$ cat src/rtl/pipe_hazard_ctrl.sv
// pipe_hazard_ctrl
//   Stall/flush sequencer for the F/D/E/M/W pipeline. Merges dbus wait, ibus
//   wait, load-use hazards and execute-stage redirects into per-register
//   hold/bubble controls. A redirect resolved while an ifetch is still in
//   flight is parked in PEND and applied when that stale fetch returns, so the
//   wrong-path instruction can be discarded. Two saturating perf counters.
// Ports
//   clk, reset                 clock, synchronous active-high reset
//   ifetch_wait, dmem_wait     bus wait indications
//   de_ra1/2, de_use1/2        decode source registers and their use flags
//   ex_valid, ex_memread,
//   ex_dst                     execute instruction / load / destination
//   ex_redirect, ex_target     execute-resolved redirect and its target pc
//   stall_f/d/e/m              hold PC / F-D / D-E / E-M
//   flush_d, flush_e, bubble_w bubble into F-D / D-E / M-W
//   pc_redirect, pc_target     PC load (overrides stall_f), target (0 if idle)
//   drop_fetch                 discard the instruction fetched this cycle
//   stall_cnt, redir_cnt       saturating perf counters
module pipe_hazard_ctrl #(
  parameter int ADDR_W = 64,
  parameter int REG_W  = 5,
  parameter int CNT_W  = 32
) (
  input  logic              clk,
  input  logic              reset,
  input  logic              ifetch_wait,
  input  logic              dmem_wait,
  input  logic [REG_W-1:0]  de_ra1,
  input  logic [REG_W-1:0]  de_ra2,
  input  logic              de_use1,
  input  logic              de_use2,
  input  logic              ex_valid,
  input  logic              ex_memread,
  input  logic [REG_W-1:0]  ex_dst,
  input  logic              ex_redirect,
  input  logic [ADDR_W-1:0] ex_target,
  output logic              stall_f,
  output logic              stall_d,
  output logic              stall_e,
  output logic              stall_m,
  output logic              flush_d,
  output logic              flush_e,
  output logic              bubble_w,
  output logic              pc_redirect,
  output logic [ADDR_W-1:0] pc_target,
  output logic              drop_fetch,
  output logic [CNT_W-1:0]  stall_cnt,
  output logic [CNT_W-1:0]  redir_cnt
);

  typedef enum logic {ST_RUN, ST_PEND} state_t;

  state_t              state_q, state_d;
  logic [ADDR_W-1:0]   pend_pc_q, pend_pc_d;
  logic [CNT_W-1:0]    stall_cnt_q, stall_cnt_d;
  logic [CNT_W-1:0]    redir_cnt_q, redir_cnt_d;
  logic                load_use, redirect;

  // x0 is hardwired, so a load targeting it never creates a hazard.
  assign load_use = ex_valid & ex_memread & (ex_dst != '0) &
                    ((de_use1 & (de_ra1 == ex_dst)) | (de_use2 & (de_ra2 == ex_dst)));
  // While the dbus waits the E register is held, so the redirect is simply
  // seen again once the wait ends.
  assign redirect = ex_valid & ex_redirect & ~dmem_wait;

  always_comb begin
    stall_f     = 1'b0;
    stall_d     = 1'b0;
    stall_e     = 1'b0;
    stall_m     = 1'b0;
    flush_d     = 1'b0;
    flush_e     = 1'b0;
    bubble_w    = 1'b0;
    pc_redirect = 1'b0;
    pc_target   = '0;
    drop_fetch  = 1'b0;
    state_d     = state_q;
    pend_pc_d   = pend_pc_q;

    if (!reset) begin
      case (state_q)
        ST_RUN: begin
          if (dmem_wait) begin
            stall_f  = 1'b1;
            stall_d  = 1'b1;
            stall_e  = 1'b1;
            stall_m  = 1'b1;
            bubble_w = 1'b1;
          end else if (redirect) begin
            flush_d = 1'b1;
            flush_e = 1'b1;
            if (!ifetch_wait) begin
              pc_redirect = 1'b1;
              pc_target   = ex_target;
            end else begin
              // Fetch in flight: its return is wrong-path, park the target.
              stall_f   = 1'b1;
              pend_pc_d = ex_target;
              state_d   = ST_PEND;
            end
          end else if (load_use) begin
            stall_f = 1'b1;
            stall_d = 1'b1;
            flush_e = 1'b1;
          end else if (ifetch_wait) begin
            stall_f = 1'b1;
            flush_d = 1'b1;
          end
        end
        ST_PEND: begin
          flush_d = 1'b1;
          // Pending redirect completes regardless of dmem_wait; the memory
          // stall still applies to the back end this cycle.
          if (dmem_wait) begin
            stall_f  = 1'b1;
            stall_d  = 1'b1;
            stall_e  = 1'b1;
            stall_m  = 1'b1;
            bubble_w = 1'b1;
          end
          if (ifetch_wait) begin
            stall_f = 1'b1;
          end else begin
            drop_fetch  = 1'b1;
            pc_redirect = 1'b1;
            pc_target   = pend_pc_q;
            state_d     = ST_RUN;
          end
        end
        default: state_d = ST_RUN;
      endcase
    end

    stall_cnt_d = stall_cnt_q;
    if ((stall_d | flush_d) && (stall_cnt_q != '1))
      stall_cnt_d = stall_cnt_q + CNT_W'(1);
    redir_cnt_d = redir_cnt_q;
    if (pc_redirect && (redir_cnt_q != '1))
      redir_cnt_d = redir_cnt_q + CNT_W'(1);
  end

  always_ff @(posedge clk) begin
    if (reset) begin
      state_q     <= ST_RUN;
      pend_pc_q   <= '0;
      stall_cnt_q <= '0;
      redir_cnt_q <= '0;
    end else begin
      state_q     <= state_d;
      pend_pc_q   <= pend_pc_d;
      stall_cnt_q <= stall_cnt_d;
      redir_cnt_q <= redir_cnt_d;
    end
  end

  assign stall_cnt = stall_cnt_q;
  assign redir_cnt = redir_cnt_q;

endmodule
$ cat config.mk
export PLATFORM = sky130hd
export DESIGN_NAME = pipe_hazard_ctrl
export DESIGN_NICKNAME = d
export VERILOG_FILES = /design/src/rtl/pipe_hazard_ctrl.sv
export SDC_FILE = /design/constraint.sdc
export NUM_CORES = 1
export LEC_CHECK = 0
export BUFFER_PORTS_ARGS = -buffer_cell sky130_fd_sc_hd__buf_2
export CORE_ASPECT_RATIO = 1.25
export CORE_MARGIN = 5
export CORE_UTILIZATION = 45
export CTS_CLUSTER_DIAMETER = 30
export DETAILED_ROUTE_END_ITERATION = 10
export PLACE_DENSITY = 0.85
export SLEW_MARGIN = 25
export SYNTH_ARGS = -nofsm -noshare
export SYNTH_HDL_FRONTEND = slang
export SYNTH_SLANG_ARGS = --single-unit
$ cat constraint.sdc
create_clock -name clk -period 2 [get_ports clk]
set_clock_uncertainty 0.05 [all_clocks]
set_input_delay 0 -clock clk [delete_from_list [all_inputs] [get_ports clk]]
set_output_delay 0 -clock clk [all_outputs]
set_load 0.03 [all_outputs]
# After elaboration in Yosys (flattened, before gate mapping)
# Index checks and enable logic that the tools add are counted.
dict set report totals {
  out_inout_bits 137
  input_bits 88
  reg_bits 129
}
dict set report op_classes {
  reduce_logical 4
  n_bitwise 11
  n_mux 39
  eq_ne 4
  add_sub_neg 2
}
# operator count
set op_table {}
lappend op_table {{64-bit 2-to-1 mux} 5}
lappend op_table {{64-bit one-hot mux with 2 select lines} 1}
lappend op_table {{32-bit by 1-bit adder with 32-bit output (second input constant)} 2}
lappend op_table {{32-bit != test (second input constant)} 2}
lappend op_table {{1-bit 2-to-1 mux} 28}
lappend op_table {{5-bit == test} 2}
lappend op_table {{1-bit one-hot mux with 2 select lines} 5}
lappend op_table {{1-bit bitwise AND} 7}
lappend op_table {{5-bit nonzero test} 1}
lappend op_table {{4-bit AND reduction} 1}
lappend op_table {{1-bit logical AND} 2}
lappend op_table {{1-bit NOT} 2}
lappend op_table {{1-bit OR} 2}

# Longest topological paths before layout
dict set report logic_depth {
  ltp_word 11
  ltp_mapped 8
}

# Least setup slack after synthesis
# No wires, ideal clock.
dict set report synth_timing {
  kind {in2out}
  from {input ex_dst[1]}
  to {output flush_e}
  arrival_time_ns 2.223
  path_stages 5
  t_required_ns 1.950
  path_buffers 0
  setup_slack_ns -0.273
  cell_sequence {xnor2_1 -> nand4_1 -> o22ai_2 -> nand2b_1 -> a2111oi_0}
}
dict set report synth_via {
  elab_chain_cells 9
  word_cells_on_any_way 13
  classes_between {2 x eq/ne; 5 x mux; 5 x bitwise; 1 x reduce/logical}
}
# element line
set synth_lines {}
lappend synth_lines {{start, declared} 34} ;# input logic [REG_W-1:0] ex_dst,
lappend synth_lines {{5-bit == test} 61} ;# ((de_use1 & (de_ra1 == ex_dst)) | (de_use2 & (de_ra2 == ex_dst)));
lappend synth_lines {{1-bit bitwise AND} 61}
lappend synth_lines {{1-bit OR} 61}
lappend synth_lines {{1-bit bitwise AND (*)} 60} ;# assign load_use = ex_valid & ex_memread & (ex_dst != '0) &
lappend synth_lines {{1-bit 2-to-1 mux (*)} 101} ;# end else if (load_use) begin
lappend synth_lines {{1-bit 2-to-1 mux (*)} 89} ;# end else if (redirect) begin
lappend synth_lines {{1-bit 2-to-1 mux (*)} 83} ;# if (dmem_wait) begin
lappend synth_lines {{1-bit 2-to-1 mux (*)} 81} ;# case (state_q)
lappend synth_lines {{1-bit 2-to-1 mux (*)} 80} ;# if (!reset) begin
lappend synth_lines {{end, declared} 42} ;# output logic flush_e,
# Every way passes the cells marked *; elsewhere a longest branch is shown, timed or not.

# Final worst setup path
dict set report layout_timing {
  from {register stall_cnt_q[8], in the netlist stall_cnt[8]}
  to {register stall_cnt_q[9], in the netlist stall_cnt[9]}
}
dict set report layout_via {
  elab_chain_cells 2
  word_cells_on_any_way 3
  classes_between {1 x add/sub; 1 x eq/ne; 1 x reduce/logical}
}
# element line
set layout_lines {}
lappend layout_lines {{start, declared} 55} ;# logic [CNT_W-1:0] stall_cnt_q, stall_cnt_d;
lappend layout_lines {{start signal, assigned} 151} ;# stall_cnt_q <= stall_cnt_d;
lappend layout_lines {{parallel branches: the longest is 2 deep, another holds 32-bit by 1-bit adder with 32-bit output} -}
# Parallel ways; which one is timed is not known.
# A chain may end at the register's enable or synchronous reset.

==> flow_summary.html <==
<table>
<tr><th>Metric</th><th>Value</th></tr>
<tr><th colspan="2">Outcome</th></tr>
<tr><td>Status</td><td>finished, violations left</td></tr>
<tr><td>Violations in the final reports</td><td>negative setup slack</td></tr>
<tr><th colspan="2">Layout</th></tr>
<tr><td>Final net count</td><td>1181</td></tr>
<tr><td>Commonest cells after routing, fill and taps aside</td><td>sky130_fd_sc_hd__buf_2, sky130_fd_sc_hd__nand2_1, sky130_fd_sc_hd__dfxtp_1, sky130_fd_sc_hd__a21oi_1, sky130_fd_sc_hd__dlygate4sd3_1</td></tr>
<tr><td>Diodes inserted</td><td>0</td></tr>
<tr><td>Share of cells above drive strength 1</td><td>37.4%</td></tr>
<tr><td>Final design utilization</td><td>69.7%</td></tr>
<tr><td>Finished Layout Cells</td><td>1278</td></tr>
<tr><td>Signed area change from the synthesized netlist to the final layout</td><td>51.4%</td></tr>
<tr><td>Most common library cell in the layout ignoring fill and taps</td><td>sky130_fd_sc_hd__buf_2</td></tr>
<tr><th colspan="2">Yosys</th></tr>
<tr><td>Cells taking the most area after synthesis</td><td>sky130_fd_sc_hd__dfxtp_1, sky130_fd_sc_hd__nand2_1, sky130_fd_sc_hd__a22o_1</td></tr>
<tr><td>Count of flip-flops with a built-in enable after synthesis</td><td>0</td></tr>
<tr><td>Cell variety after synth</td><td>66</td></tr>
<tr><td>Synth warn</td><td>0</td></tr>
<tr><td>Post-Syn Instances</td><td>774</td></tr>
<tr><td>Per-instance average area after synthesis</td><td>8.24 sq um</td></tr>
<tr><td>Post-Syn Nets</td><td>864</td></tr>
<tr><td>Area fraction of the dominant cell type after synthesis</td><td>40.5%</td></tr>
<tr><td>Number of register bits inferred by synthesis</td><td>129</td></tr>
<tr><td>Cell type with the highest aggregate area in the netlist</td><td>sky130_fd_sc_hd__dfxtp_1</td></tr>
<tr><td>Asr flop ratio synth</td><td>0%</td></tr>
<tr><td>Synthesized area</td><td>0.00638 sq mm</td></tr>
<tr><td>Primary FF master, synth</td><td>sky130_fd_sc_hd__dfxtp_1</td></tr>
<tr><td>Sequential-to-total area share from yosys stat</td><td>40.5%</td></tr>
<tr><th colspan="2">Placement</th></tr>
<tr><td>Number of buffers added on ports</td><td>224</td></tr>
<tr><td># placed instances</td><td>1156</td></tr>
<tr><td>Placer Congestion</td><td>0.819</td></tr>
<tr><td>Sum of net half-perimeters after detailed placement</td><td>12.5 mm</td></tr>
<tr><th colspan="2">Setup path</th></tr>
<tr><td>Worst setup path startpoint</td><td>stall_cnt[8]$_SDFFE_PP0P_</td></tr>
<tr><td>Worst EP required</td><td>2.29 ns</td></tr>
<tr><td>Worst flop-to-flop path startpoint</td><td>stall_cnt[8]$_SDFFE_PP0P_</td></tr>
<tr><td>CP Max Fanout</td><td>14</td></tr>
<tr><td>Capturing element type of the critical path</td><td>flop</td></tr>
<tr><td>Arrival time at the worst endpoint</td><td>2.54 ns</td></tr>
<tr><td>Startpoint Class</td><td>flop</td></tr>
<tr><td>Critical Setup Path Class</td><td>reg -&gt; reg</td></tr>
<tr><th colspan="2">CTS</th></tr>
<tr><td>Latest clock arrival within the worst-skew pair</td><td>0.41 ns</td></tr>
<tr><td>TritonCTS clock tree</td><td>built</td></tr>
<tr><td>Buffer depth of the longest clock path</td><td>2</td></tr>
<tr><td>CTS H-tree depth</td><td>4</td></tr>
<tr><td>Number of clock buffers inserted by TritonCTS</td><td>17</td></tr>
<tr><td>Clock Sink Count</td><td>129</td></tr>
<tr><td>Clock transition at the registers of the reported paths</td><td>0.06 ns</td></tr>
<tr><td>Root buf cell</td><td>sky130_fd_sc_hd__clkbuf_16</td></tr>
<tr><th colspan="2">Route</th></tr>
<tr><td>Detailed-routing iteration count for the pre-antenna-repair pass</td><td>4</td></tr>
<tr><td>Total via count after detailed routing</td><td>7251</td></tr>
<tr><td>Drt initial violations</td><td>576</td></tr>
<tr><td>Aggregate routed wire length</td><td>21.9 mm</td></tr>
<tr><td>Wire length per cell after detailed routing</td><td>17.2 um</td></tr>
<tr><td>Drt via density</td><td>5.67</td></tr>
<tr><td>Number of DRC violations after detailed routing</td><td>0</td></tr>
<tr><td>Antenna violation net count after detailed routing</td><td>0</td></tr>
<tr><th colspan="2">Power and ir drop</th></tr>
<tr><td>Pwr Total</td><td>0.00611 W</td></tr>
<tr><td>Peak supply drop</td><td>0.653 mV</td></tr>
<tr><td>Cell Pwr Density</td><td>632 mW/mm^2</td></tr>
<tr><td>Leakage power of the design</td><td>4.06 nW</td></tr>
<tr><th colspan="2">Die</th></tr>
<tr><td>Chip height</td><td>143 um</td></tr>
<tr><td>Row cnt</td><td>48</td></tr>
<tr><td>Area of the core</td><td>0.0139 sq mm</td></tr>
<tr><td>Area of the die</td><td>0.0167 sq mm</td></tr>
<tr><td># IOs</td><td>225</td></tr>
<tr><td>X dimension of the die</td><td>117 um</td></tr>
<tr><td>Initial Utilization</td><td>46.0%</td></tr>
<tr><th colspan="2">STA</th></tr>
<tr><td>Minimum clock period</td><td>2.25 ns</td></tr>
<tr><td>Tightest Pin Transition</td><td>0.732 ns</td></tr>
<tr><td>Final Slew Violations</td><td>0</td></tr>
<tr><td>Setup slack of the critical path after layout</td><td>-0.247 ns</td></tr>
<tr><td>Final critical-path share of the clock period</td><td>112%</td></tr>
<tr><td>WHS</td><td>0.0749 ns</td></tr>
<tr><td>Total negative slack</td><td>-1.30 ns</td></tr>
<tr><td>Relative slew margins</td><td>51.2%</td></tr>
<tr><td>Setup repair after global routing missed its margin</td><td>true</td></tr>
<tr><td># setup viols final</td><td>19</td></tr>
<tr><td>Final Hold Viols</td><td>0</td></tr>
<tr><td>Highest clock frequency the design can meet</td><td>0.445 GHz</td></tr>
<tr><th colspan="2">Worst hold path</th></tr>
<tr><td>Path class of the lowest-slack min-delay path</td><td>in -&gt; reg</td></tr>
<tr><td>Min-Delay Startpoint</td><td>reset</td></tr>
<tr><th colspan="2">GRT</th></tr>
<tr><td>Global-route wire length before repair</td><td>31.6 mm</td></tr>
<tr><td>Number of global-route vias before repair</td><td>6671</td></tr>
<tr><td>Total congestion overflow</td><td>0</td></tr>
<tr><td>Total routing resource utilization after global routing</td><td>23.2%</td></tr>
<tr><td>Antenna violations before repair</td><td>0</td></tr>
<tr><td>Pin count of the biggest net entering global routing</td><td>72</td></tr>
<tr><th colspan="2">Flow run</th></tr>
<tr><td>Max-cap viol count</td><td>0</td></tr>
</table>
==> layer usage <==
metal / up-vias / share of wire [%] / GRT usage (%)
met5: - / 0 / 0
met4: 0 / 3.8 / 10.4
met3: 78 / 7.2 / 5.17
met2: 334 / 51 / 40.9
met1: 3415 / 38 / 26.4
li1: 3424 / - / -
==> layout make-up <==
cell class	instances	area (sq um)
Clock inverter	5	52.6
Timing Repair Buffer	353	2420
Clock buffer	26	500
Tap cell	175	219
Fill cell	1024	4210
Inverter	5	18.8
Sequential cell	129	2670
Multi-Input combinational cell	585	3780
==> power by group <==
group	switching (W)	internal, W
combinational	0.000326	0.000271
clock	0.00107	0.00184
sequential	0.0000185	0.00258
==> sequential cells by signal (all words and copies together), names as in the netlist <==
name	cells
redir_cnt	32
pend_pc_q	64
stall_cnt	32
state_q	1
==> timing repair <==
item	in CTS	in global routing
endpoints found under the setup margin	33	77
gates resized for setup	6	57
pin swaps	1	24
cloned	1	6
hold buffers	65	0
hold endpoints to repair	65	0
buffers inserted	0	19
==> per-stage QoR <==
step / cell area (sq um) / setup WS (ns)
6_report: 9660 / -0.247
5_1_grt: 9660 / -0.245
4_1_cts: 9200 / 0.00197
3_5_place_dp: 7930 / 0.0117
3_3_place_gp: 7930 / 0.0540
2_1_floorplan: 6470 / 0.00536
==> critical path, cell delays in order, from the launching register on <==
cell and delay [ns]:
sky130_fd_sc_hd__dfxtp_4 0.34, sky130_fd_sc_hd__and4_4 0.21, sky130_fd_sc_hd__buf_6 0.12, sky130_fd_sc_hd__nand4_1 0.15, sky130_fd_sc_hd__nand4b_1 0.21, sky130_fd_sc_hd__nand2_2 0.16
sky130_fd_sc_hd__buf_6 0.16, sky130_fd_sc_hd__clkbuf_16 0.17, sky130_fd_sc_hd__nor4_1 0.42, sky130_fd_sc_hd__o21a_1 0.19
==> Yosys cell counts (all sizes together) (2+ instances only) <==
cell type and instances:
nand2 161, o21ai 12, and3b 2, buf 23
o41ai 3, nor2 50, nor2b 4, a21oi 91
mux2i 3, mux2 2, and3 8, a22o 64
xnor2 21, nor4 6, and2 5, inv 5
clkbuf 31, nand3 27, xor2 19, nand3b 2
nor3b 2, and4 5, ha 2, o211a 2
o311ai 4, o31ai 12, nand4 19, nor4b 5
or3 11, o2111ai 2, or4 15, nor3 10
dfxtp 129, a2111oi 3, nand2b 2, o211ai 2
==> final timing paths <==
kind	endpoint	slack (ns)	cells past startpoint
worst max-delay path	stall_cnt[9]$_SDFFE_PP0P_	-0.25	9
worst min-delay path	stall_cnt[29]$_SDFFE_PP0P_	0.07	3
worst max register to register	stall_cnt[9]$_SDFFE_PP0P_	-0.25	9
worst min register to register	pend_pc_q[43]$_SDFFE_PP0P_	0.40	2
==> logic make-up (layout without fill, tap and decap cells) <==
family | Yosys count | after routing | share of synthesized area, %
AOI/OAI and AO/OA | 201 | 201 | 22.0
xor gates and xnor gates | 40 | 40 | 5.49
adders and majority gates | 2 | 2 | 0.392
buffers and inverters | 60 | 389 | 4.24
DFF | 129 | 129 | 40.5
muxes | 5 | 5 | 0.941
and+or+nand+nor | 337 | 337 | 26.5
Note: power is estimated with default switching activity, not from simulation.
